--- src/rtl/fifo_sched_pkg.sv ---
// Shared constants for the FIFO access scheduler: FSM encodings, flag and
// strobe bit positions, and the default geometry.
package fifo_sched_pkg;

    localparam int DEF_WIDTH = 4;
    localparam int DEF_DEPTH = 4;

    localparam int TAG_FULL  = 1;
    localparam int TAG_EMPTY = 0;
    localparam int EN_WR     = 1;
    localparam int EN_RD     = 0;

    localparam logic [0:0] WR_IDLE    = 1'b0;
    localparam logic [0:0] WR_HOLD    = 1'b1;

    localparam logic [1:0] RD_IDLE    = 2'b00;
    localparam logic [1:0] RD_WAIT    = 2'b01;
    localparam logic [1:0] RD_CAPTURE = 2'b10;

endpackage

--- src/rtl/fifo_access_scheduler_rr_arb2.sv ---
// Two-way round-robin arbiter: bit0 is requester A, bit1 is requester B.
// The pointer names the side that wins a tie and only moves on a grant.
module rr_arb2 (
    input  logic       CLOCK,
    input  logic       RESET,
    input  logic [1:0] req,
    input  logic       advance,
    output logic [1:0] grant
);

    logic ptrB;

    // Grant selection from the live requests and the tie-break pointer
    always_comb begin
        grant = 2'b00;
        case (req)
            2'b01:   grant = 2'b01;
            2'b10:   grant = 2'b10;
            2'b11:   grant = ptrB ? 2'b10 : 2'b01;
            default: grant = 2'b00;
        endcase
    end

    // Tie-break pointer: after a grant, the other side wins the next tie
    always_ff @(posedge CLOCK or negedge RESET) begin
        if (!RESET) begin
            ptrB <= 1'b0;
        end else if (advance && grant[0]) begin
            ptrB <= 1'b1;
        end else if (advance && grant[1]) begin
            ptrB <= 1'b0;
        end else begin
            ptrB <= ptrB;
        end
    end

endmodule

--- src/rtl/fifo_access_scheduler.sv ---
// Schedules two write requesters and one reader onto an external FIFO,
// keeping its own occupancy count so grants never outrun the FIFO flags.
module fifo_access_scheduler
    import fifo_sched_pkg::*;
#(
    parameter  int WIDTH = DEF_WIDTH,
    parameter  int DEPTH = DEF_DEPTH,
    localparam int LW    = $clog2(DEPTH) + 1
) (
    input  logic             CLOCK,
    input  logic             RESET,
    input  logic             iReqA,
    input  logic [WIDTH-1:0] iDataA,
    output logic             oAckA,
    input  logic             iReqB,
    input  logic [WIDTH-1:0] iDataB,
    output logic             oAckB,
    input  logic             iRdReq,
    output logic [WIDTH-1:0] oRdData,
    output logic             oRdValid,
    output logic [1:0]       oEn,
    output logic [WIDTH-1:0] oData,
    input  logic [WIDTH-1:0] iData,
    input  logic [1:0]       iTag,
    output logic [LW-1:0]    oLevel
);

    localparam logic [LW-1:0] LEVEL_MAX  = LW'(DEPTH);
    localparam logic [LW-1:0] LEVEL_ZERO = {LW{1'b0}};
    localparam logic [LW-1:0] LEVEL_ONE  = LW'(1);

    logic [0:0] wrState;
    logic [1:0] rdState;
    logic       wrStrobe;
    logic       rdStrobe;
    logic [1:0] reqVec;
    logic [1:0] grant;
    logic       wrGo;
    logic       rdGo;

    // Saturating occupancy update; a write and read together cancel out
    function automatic logic [LW-1:0] levelNext(input logic [LW-1:0] lvl,
                                                input logic inc,
                                                input logic dec);
        logic [LW-1:0] res;
        res = lvl;
        if (inc && !dec && (lvl != LEVEL_MAX)) begin
            res = lvl + LEVEL_ONE;
        end else if (dec && !inc && (lvl != LEVEL_ZERO)) begin
            res = lvl - LEVEL_ONE;
        end else begin
            res = lvl;
        end
        return res;
    endfunction

    // Issue decisions for this cycle from FSM state, count and FIFO flags
    always_comb begin
        reqVec = {iReqB, iReqA};
        wrGo   = 1'b0;
        rdGo   = 1'b0;
        if ((wrState == WR_IDLE) && (|reqVec) && (oLevel < LEVEL_MAX) && !iTag[TAG_FULL]) begin
            wrGo = 1'b1;
        end else begin
            wrGo = 1'b0;
        end
        if ((rdState == RD_IDLE) && iRdReq && (oLevel != LEVEL_ZERO) && !iTag[TAG_EMPTY]) begin
            rdGo = 1'b1;
        end else begin
            rdGo = 1'b0;
        end
    end

    rr_arb2 uArb (
        .CLOCK   (CLOCK),
        .RESET   (RESET),
        .req     (reqVec),
        .advance (wrGo),
        .grant   (grant)
    );

    // Write FSM: one grant, then a hold cycle so the FIFO flags catch up
    always_ff @(posedge CLOCK or negedge RESET) begin
        if (!RESET) begin
            wrState  <= WR_IDLE;
            wrStrobe <= 1'b0;
            oAckA    <= 1'b0;
            oAckB    <= 1'b0;
            oData    <= {WIDTH{1'b0}};
        end else begin
            case (wrState)
                WR_IDLE: begin
                    if (wrGo) begin
                        wrState  <= WR_HOLD;
                        wrStrobe <= 1'b1;
                        oAckA    <= grant[0];
                        oAckB    <= grant[1];
                        oData    <= grant[1] ? iDataB : iDataA;
                    end else begin
                        wrState  <= WR_IDLE;
                        wrStrobe <= 1'b0;
                        oAckA    <= 1'b0;
                        oAckB    <= 1'b0;
                    end
                end
                WR_HOLD: begin
                    wrState  <= WR_IDLE;
                    wrStrobe <= 1'b0;
                    oAckA    <= 1'b0;
                    oAckB    <= 1'b0;
                end
                default: begin
                    wrState  <= WR_IDLE;
                    wrStrobe <= 1'b0;
                    oAckA    <= 1'b0;
                    oAckB    <= 1'b0;
                end
            endcase
        end
    end

    // Read FSM: strobe, wait for the registered FIFO output, then capture
    always_ff @(posedge CLOCK or negedge RESET) begin
        if (!RESET) begin
            rdState  <= RD_IDLE;
            rdStrobe <= 1'b0;
            oRdValid <= 1'b0;
            oRdData  <= {WIDTH{1'b0}};
        end else begin
            case (rdState)
                RD_IDLE: begin
                    oRdValid <= 1'b0;
                    if (rdGo) begin
                        rdState  <= RD_WAIT;
                        rdStrobe <= 1'b1;
                    end else begin
                        rdState  <= RD_IDLE;
                        rdStrobe <= 1'b0;
                    end
                end
                RD_WAIT: begin
                    rdState  <= RD_CAPTURE;
                    rdStrobe <= 1'b0;
                    oRdValid <= 1'b0;
                end
                RD_CAPTURE: begin
                    rdState  <= RD_IDLE;
                    rdStrobe <= 1'b0;
                    oRdValid <= 1'b1;
                    oRdData  <= iData;
                end
                default: begin
                    rdState  <= RD_IDLE;
                    rdStrobe <= 1'b0;
                    oRdValid <= 1'b0;
                end
            endcase
        end
    end

    // Occupancy moves with the strobe decisions, ahead of the FIFO's own count
    always_ff @(posedge CLOCK or negedge RESET) begin
        if (!RESET) begin
            oLevel <= LEVEL_ZERO;
        end else begin
            oLevel <= levelNext(oLevel, wrGo, rdGo);
        end
    end

    assign oEn[EN_WR] = wrStrobe;
    assign oEn[EN_RD] = rdStrobe;

endmodule
--- config.mk ---
export PLATFORM = sky130hd
export DESIGN_NAME = fifo_access_scheduler
export DESIGN_NICKNAME = d
export VERILOG_FILES = /design/src/rtl/fifo_sched_pkg.sv /design/src/rtl/fifo_access_scheduler_rr_arb2.sv /design/src/rtl/fifo_access_scheduler.sv
export SDC_FILE = /design/constraint.sdc
export NUM_CORES = 1
export LEC_CHECK = 0
export CAP_MARGIN = 20
export CELL_PAD_IN_SITES_DETAIL_PLACEMENT = 0
export CELL_PAD_IN_SITES_GLOBAL_PLACEMENT = 2
export CORE_UTILIZATION = 25
export DETAILED_ROUTE_END_ITERATION = 8
export GPL_TIMING_DRIVEN = 0
export PLACE_DENSITY = 0.76
export SYNTH_ARGS = -nofsm -noshare
export SYNTH_HDL_FRONTEND = slang
export SYNTH_HIERARCHICAL = 1
export SYNTH_SLANG_ARGS = --single-unit
--- constraint.sdc ---
create_clock -name CLOCK -period 3.75 [get_ports CLOCK]
set_clock_uncertainty 0.2 [all_clocks]
set_input_delay 0.75 -clock CLOCK [delete_from_list [all_inputs] [get_ports CLOCK]]
set_output_delay 0.75 -clock CLOCK [all_outputs]
set_load 0.01 [all_outputs]
==> impl_metrics.toml, run 1 <==
[setup_path]
cp-startpoint = "iTag[1]"
worst-path-stages = 8
slowest_delay_ns = 0.53
cpMaxStageDelayCell = "or4_4"
cp.arrival_ns = 3.42
critical_path_buf_inv_count = 2
critPathLaunchType = "primary input"
critical_path_class = "in -> reg"
cp_max_fo = 11
reg2reg_slack_ns = 0.66
setup.worst_path.end = "oLevel[2]"
end_kind = "register"
crit_chain = "clkdlybuf4s50_1 -> or3_1 -> nor2_2 -> buf_2 -> o21ai_0 -> fa_1 -> or4_4 -> o211ai_2"
crit-reg2reg-launch = "oLevel[2]"
worst_ep_required_time_ns = 3.76
r2r.worst_path.cells = 7
reg2reg_to = "oLevel[2]"
crit_family = "simple AND/OR/NAND/NOR gates"

[floorplan]
ios = 35
core-area_mm2 = 0.00334
die_w_um = 60.9
initial_core_util_pct = 26.0
die_y_um = 60.9
num_rows = 21
dieArea_mm2 = 0.00371

[detailed_routing]
wl_per_cell_um = 11.3
vias_per_cell = 4.35
ant_nets = 0
first_pass_iters = 2
vias = 700
drt-total-wl_um = 1820
dr.first_iter.drc_count = 19
drc = 0

[synthesis]
synthAdderAreaFrac_pct = 2.31
synth.cell_area_um2 = 867
ys_ff_latch = 18
synth_top_area_cell = "dfrtp_1"
yosys_most_used_dff = "dfrtp_1"
syn_nets = 97
yosys-top-cells-count = "dfrtp_1 (18), nor2_1 (12), mux2i_1 (6)"
synthMuxAreaShare_pct = 12.1
synth_compound_area_share_pct = 10.8
syn-instance-count = 77
ys_seq_area_share_pct = 51.9
synth_most_common_cell = "dfrtp_1"
synth_edf_count = 0
synth_top_area_share_pct = 51.9
yosys_warnings = 6
synth_area_per_cell_um2 = 11.3
ys_top_cells_by_area = "dfrtp_1 (52%), mux2i_1 (6.9%), mux2_2 (5.2%)"
synthSimpleGateAreaFrac_pct = 16.9
async_flop_share_pct = 100
synth_top_family_by_area = "simple AND/OR/NAND/NOR gates"
synth_xor_xnor_area_share_pct = 1.01
synth_cell_types = 32

[global_route]
grt_pass1_vias = 698
grt_first_pass_wirelength_um = 2940
grtUsageTotal_pct = 10.5
gr-total-overflow = 0
grt_max_degree = 19
antenna_found_initial = 0

[clock_network]
cts_inserted_buffers = 3
cts_resized = 0
clockBufferDepth = 2
cts_root_buffer = "clkbuf_4"
cts_setup_buffers = 0
hold_buffers = 0
cts_tree = "yes"
cts_sinks = 18
clk_latency_ns = 0.28
cts.clk_slew.worst_paths_ns = 0.11
htreeDepth = 1

[run_status]
status = "completed"

[placed_design]
post-place-ws_ns = 0.0421
placed_cell_area_mm2 = 0.00126
port_buffers = 34
hpwl_um = 1400
routabilityCongestion = 0.782
place_inst = 157

[final_layout]
nNetsFinal = 136
syn2layout_area_growth_pct = 50.1
num-fill-cells = 345
seq_area_um2 = 450
antennaDiodeCount = 0
drive_gt1_share_pct = 13.9
multi_input_area_um2 = 374
finalNonFillerCells = 161
final_area_mm2 = 0.00130

[timing]
setup_violations = 0
finalHoldViolCount = 0
min_period_ns = 3.40
min_period_over_period_pct = 90.7
tns_ns = 0
slew_headroom_pct = 43.5
worst-slew-pin-transition_ns = 0.845
max_freq_ghz = 0.294
layout_setup_ws_ns = 0.347
slew_viol_final = 0
rsz0062_at_grt = "no"

[flow_run]
drv_cap = 0

[pwr]
ir_drop_mv = 0.171
p_leak_nw = 0.540
pwr_density_cell_mw_per_mm2 = 652

[hold_path]
hold_class = "reg -> reg"
==> power by group <==
group,switching [mW],total [mW],internal [mW]
sequential,0.0673,0.336,0.269
combinational,0.160,0.395,0.235
clock,0.0587,0.118,0.0590
==> layout make-up <==
| type | count | area share, % |
|---|---|---|
| clock buffers | 4 | 2.79 |
| inverters | 1 | 0.288 |
| flip-flops and latches | 18 | 34.6 |
| repair buffers | 34 | 26.2 |
| multi-input cells | 52 | 28.7 |
| well taps | 46 | 4.42 |
| plain buffers | 6 | 2.98 |
==> sequential cells by signal, indices dropped and copies added, names as in the netlist <==
| signal | cells |
|---|---|
| rdState | 2 |
| oRdValid | 1 |
| uArb/ptrB | 1 |
| oRdData | 4 |
| oData | 4 |
| oAckA | 1 |
| wrStrobe | 1 |
| oLevel | 3 |
| oAckB | 1 |
==> cell families after synthesis <==
logic type / count (synthesis)
flip-flops: 18
adder cells (fa/ha/maj): 1
AND/OR/NAND/NOR: 26
AO/OA/AOI/OAI: 14
multiplexers: 10
XOR/XNOR: 1
buffers and inverters: 7
==> cell usage in the layout, fill, tap and decap left out, drive strengths merged, types with 3 or more instances in the layout <==
cell and n:
a21oi 5, buf 5, clkbuf 5, clkdlybuf4s50 34
dfrtp 18, mux2 4, mux2i 6, nor2 13
nor3 3
==> stage by stage <==
| step | power, mW | util [%] | hold slack, ns |
|---|---|---|---|
| 2_1_floorplan | 0.540 | - | 0.254 |
| 3_3_place_gp | 0.731 | 37.9 | 0.289 |
| 3_5_place_dp | 0.741 | 37.9 | 0.295 |
| 4_1_cts | 0.862 | 39.0 | 0.317 |
| 5_1_grt | 0.922 | 39.0 | 0.354 |
| 6_report | 0.849 | 39.0 | 0.315 |
==> per-layer routing <==
layer  routed length, µm  track usage [%]  vias up
met1                 778             12.7      336
met3                 108             2.35        2
met4                   9             2.92        0
met2                 921             18.8       19
met5                   0                0        -
li1                    -                -      343
==> worst min path at each step <==
| stage | cells after the start | start | slack [ns] | to |
|---|---|---|---|---|
| after detailed placement | 1 | oRdData[2] | 0.30 | oRdData[2] |
| after floorplan | 0 | RESET | 0.25 | oAckA |
| final | 1 | oRdData[2] | 0.31 | oRdData[2] |
| after CTS | 1 | uArb/ptrB | 0.32 | uArb/ptrB |
| after global placement | 1 | oRdData[2] | 0.29 | oRdData[2] |
| after global routing | 1 | oRdData[1] | 0.35 | oRdData[1] |
Power figures use the tool's default switching activity.
==> run 2: changes to the inputs <==
- GPL_TIMING_DRIVEN: 0 -> unset
==> impl_metrics.toml, run 2 (same netlist as run 1, synthesis figures left out) <==
[timing]
slew_headroom_pct = 46.1
layout_setup_ws_ns = 0.943
rsz0062_at_grt = "no"
min_period_ns = 2.81
finalHoldViolCount = 0
slew_viol_final = 0
tns_ns = 0
worst-slew-pin-transition_ns = 0.805
min_period_over_period_pct = 74.9
setup_violations = 0
max_freq_ghz = 0.356

[setup_path]
end_kind = "register"
reg2reg_slack_ns = 1.25
cp_max_fo = 3
cp.arrival_ns = 2.83
reg2reg_to = "oLevel[2]"
crit_chain = "clkdlybuf4s50_1 -> or3_1 -> nor2_2 -> o21ai_0 -> fa_1 -> or4_4 -> o211ai_2"
crit_family = "simple AND/OR/NAND/NOR gates"
slowest_delay_ns = 0.53
worst_ep_required_time_ns = 3.77
cpMaxStageDelayCell = "or4_4"
crit-reg2reg-launch = "oLevel[2]"
critical_path_class = "in -> reg"
critical_path_buf_inv_count = 1
critPathLaunchType = "primary input"
r2r.worst_path.cells = 6

[detailed_routing]
vias_per_cell = 4.31
wl_per_cell_um = 11.4
drt-total-wl_um = 1790
ant_nets = 0
drc = 0
vias = 673
first_pass_iters = 4
dr.first_iter.drc_count = 31

[final_layout]
syn2layout_area_growth_pct = 46.5
final_cell_mix = "clkdlybuf4s50_1 (34), dfrtp_1 (18), nor2_1 (12), mux2i_1 (6), a21oi_1 (5)"
drive_gt1_share_pct = 11.8
finish.utilization_pct = 38.1
final_common_cell = "clkdlybuf4s50_1"
finalNonFillerCells = 156
reg_top3 = "oData x4, oRdData x4, oLevel x3"
antennaDiodeCount = 0
nNetsFinal = 131

[pwr]
ir_drop_mv = 0.146
power.switching_uw = 282
p_total_uw = 837
switching_share_pct = 33.7
clockPowerShare_pct = 14.2
p_leak_nw = 0.521
pwr_density_cell_mw_per_mm2 = 659
p_seq_share_pct = 40.1
internal_power_uw = 555
power_frac_comb_pct = 45.6

[clock_network]
cts_root_buffer = "clkbuf_4"
cts.clk_slew.worst_paths_ns = 0.11
clockBufferDepth = 2
cts_sinks = 18
htreeDepth = 1
cts_setup_buffers = 0
cts_resized = 0
clk_latency_ns = 0.29
cts_inserted_buffers = 3
hold_buffers = 0
cts_tree = "yes"

[placed_design]
port_buffers = 34
hpwl_um = 1340
post-place-ws_ns = 0.656
place_inst = 152
routabilityCongestion = 0.754

[floorplan]
ios = 35
die_w_um = 60.9
die_y_um = 60.9
initial_core_util_pct = 26.0
dieArea_mm2 = 0.00371
num_rows = 21
core-area_mm2 = 0.00334

[global_route]
grtUsageTotal_pct = 10.1
antenna_found_initial = 0
grt_first_pass_wirelength_um = 2720
gr-total-overflow = 0
grt_max_degree = 20
grt_pass1_vias = 597

[hold_path]
min_from = "oRdData[2]"
hold_path_depth = 1
holdPathEnd = "oRdData[2]"
hold_class = "reg -> reg"

[run_status]
status = "completed"

[flow_run]
drv_cap = 0
## run 2: cell count changes in the layout (fill, tap and decap cells not counted)
cell	change
buf_6	-1
buf_4	-1
clkbuf_1	-1
buf_2	-1
buf_1	-1
## run 2: area by class of cell
cell class | count | area, µm²
Sequential cell | 18 | 450
Timing Repair Buffer | 35 | 348
Fill cell | 331 | 2070
Inverter | 1 | 3.75
Tap cell | 46 | 57.6
Multi-Input combinational cell | 52 | 374
Clock buffer | 4 | 36.3
## run 2: power by group through the flow
stage / combinational (mW) / sequential (mW) / clock (mW)
after CTS: 0.387 / 0.339 / 0.124
after global placement: 0.382 / 0.340 / 0
after floorplan: 0.179 / 0.361 / 0
after detailed placement: 0.386 / 0.344 / 0
after global routing: 0.424 / 0.352 / 0.134
final: 0.382 / 0.336 / 0.119
## run 2: worst max-delay path by stage
stage | endpoint | slack [ns] | start | depth (start not counted)
final | oLevel[2] | 0.94 | iTag[1] | 7
after global routing | oLevel[2] | 0.87 | iTag[1] | 7
after CTS | oLevel[2] | 0.95 | iTag[1] | 7
after detailed placement | oLevel[2] | 0.66 | iTag[1] | 7
after global placement | oLevel[2] | 0.67 | iTag[1] | 7
after floorplan | oLevel[2] | 0.69 | iTag[1] | 7
## run 2: stage by stage
stage	area (µm²)	hold slack, ns
finish	1270	0.314
global route	1270	0.336
CTS	1270	0.319
detailed placement	1230	0.295
global placement	1230	0.288
floorplan	867	0.254
## run 2: layer usage
layer	vias to the layer above	share of wire, %	routed length, µm	global-route usage [%]
li1	337	-	-	-
met1	315	47	848	13.2
met2	19	45	810	15.9
met3	2	5.7	101	2.99
met4	0	1.5	26	3.90
met5	-	0	0	0
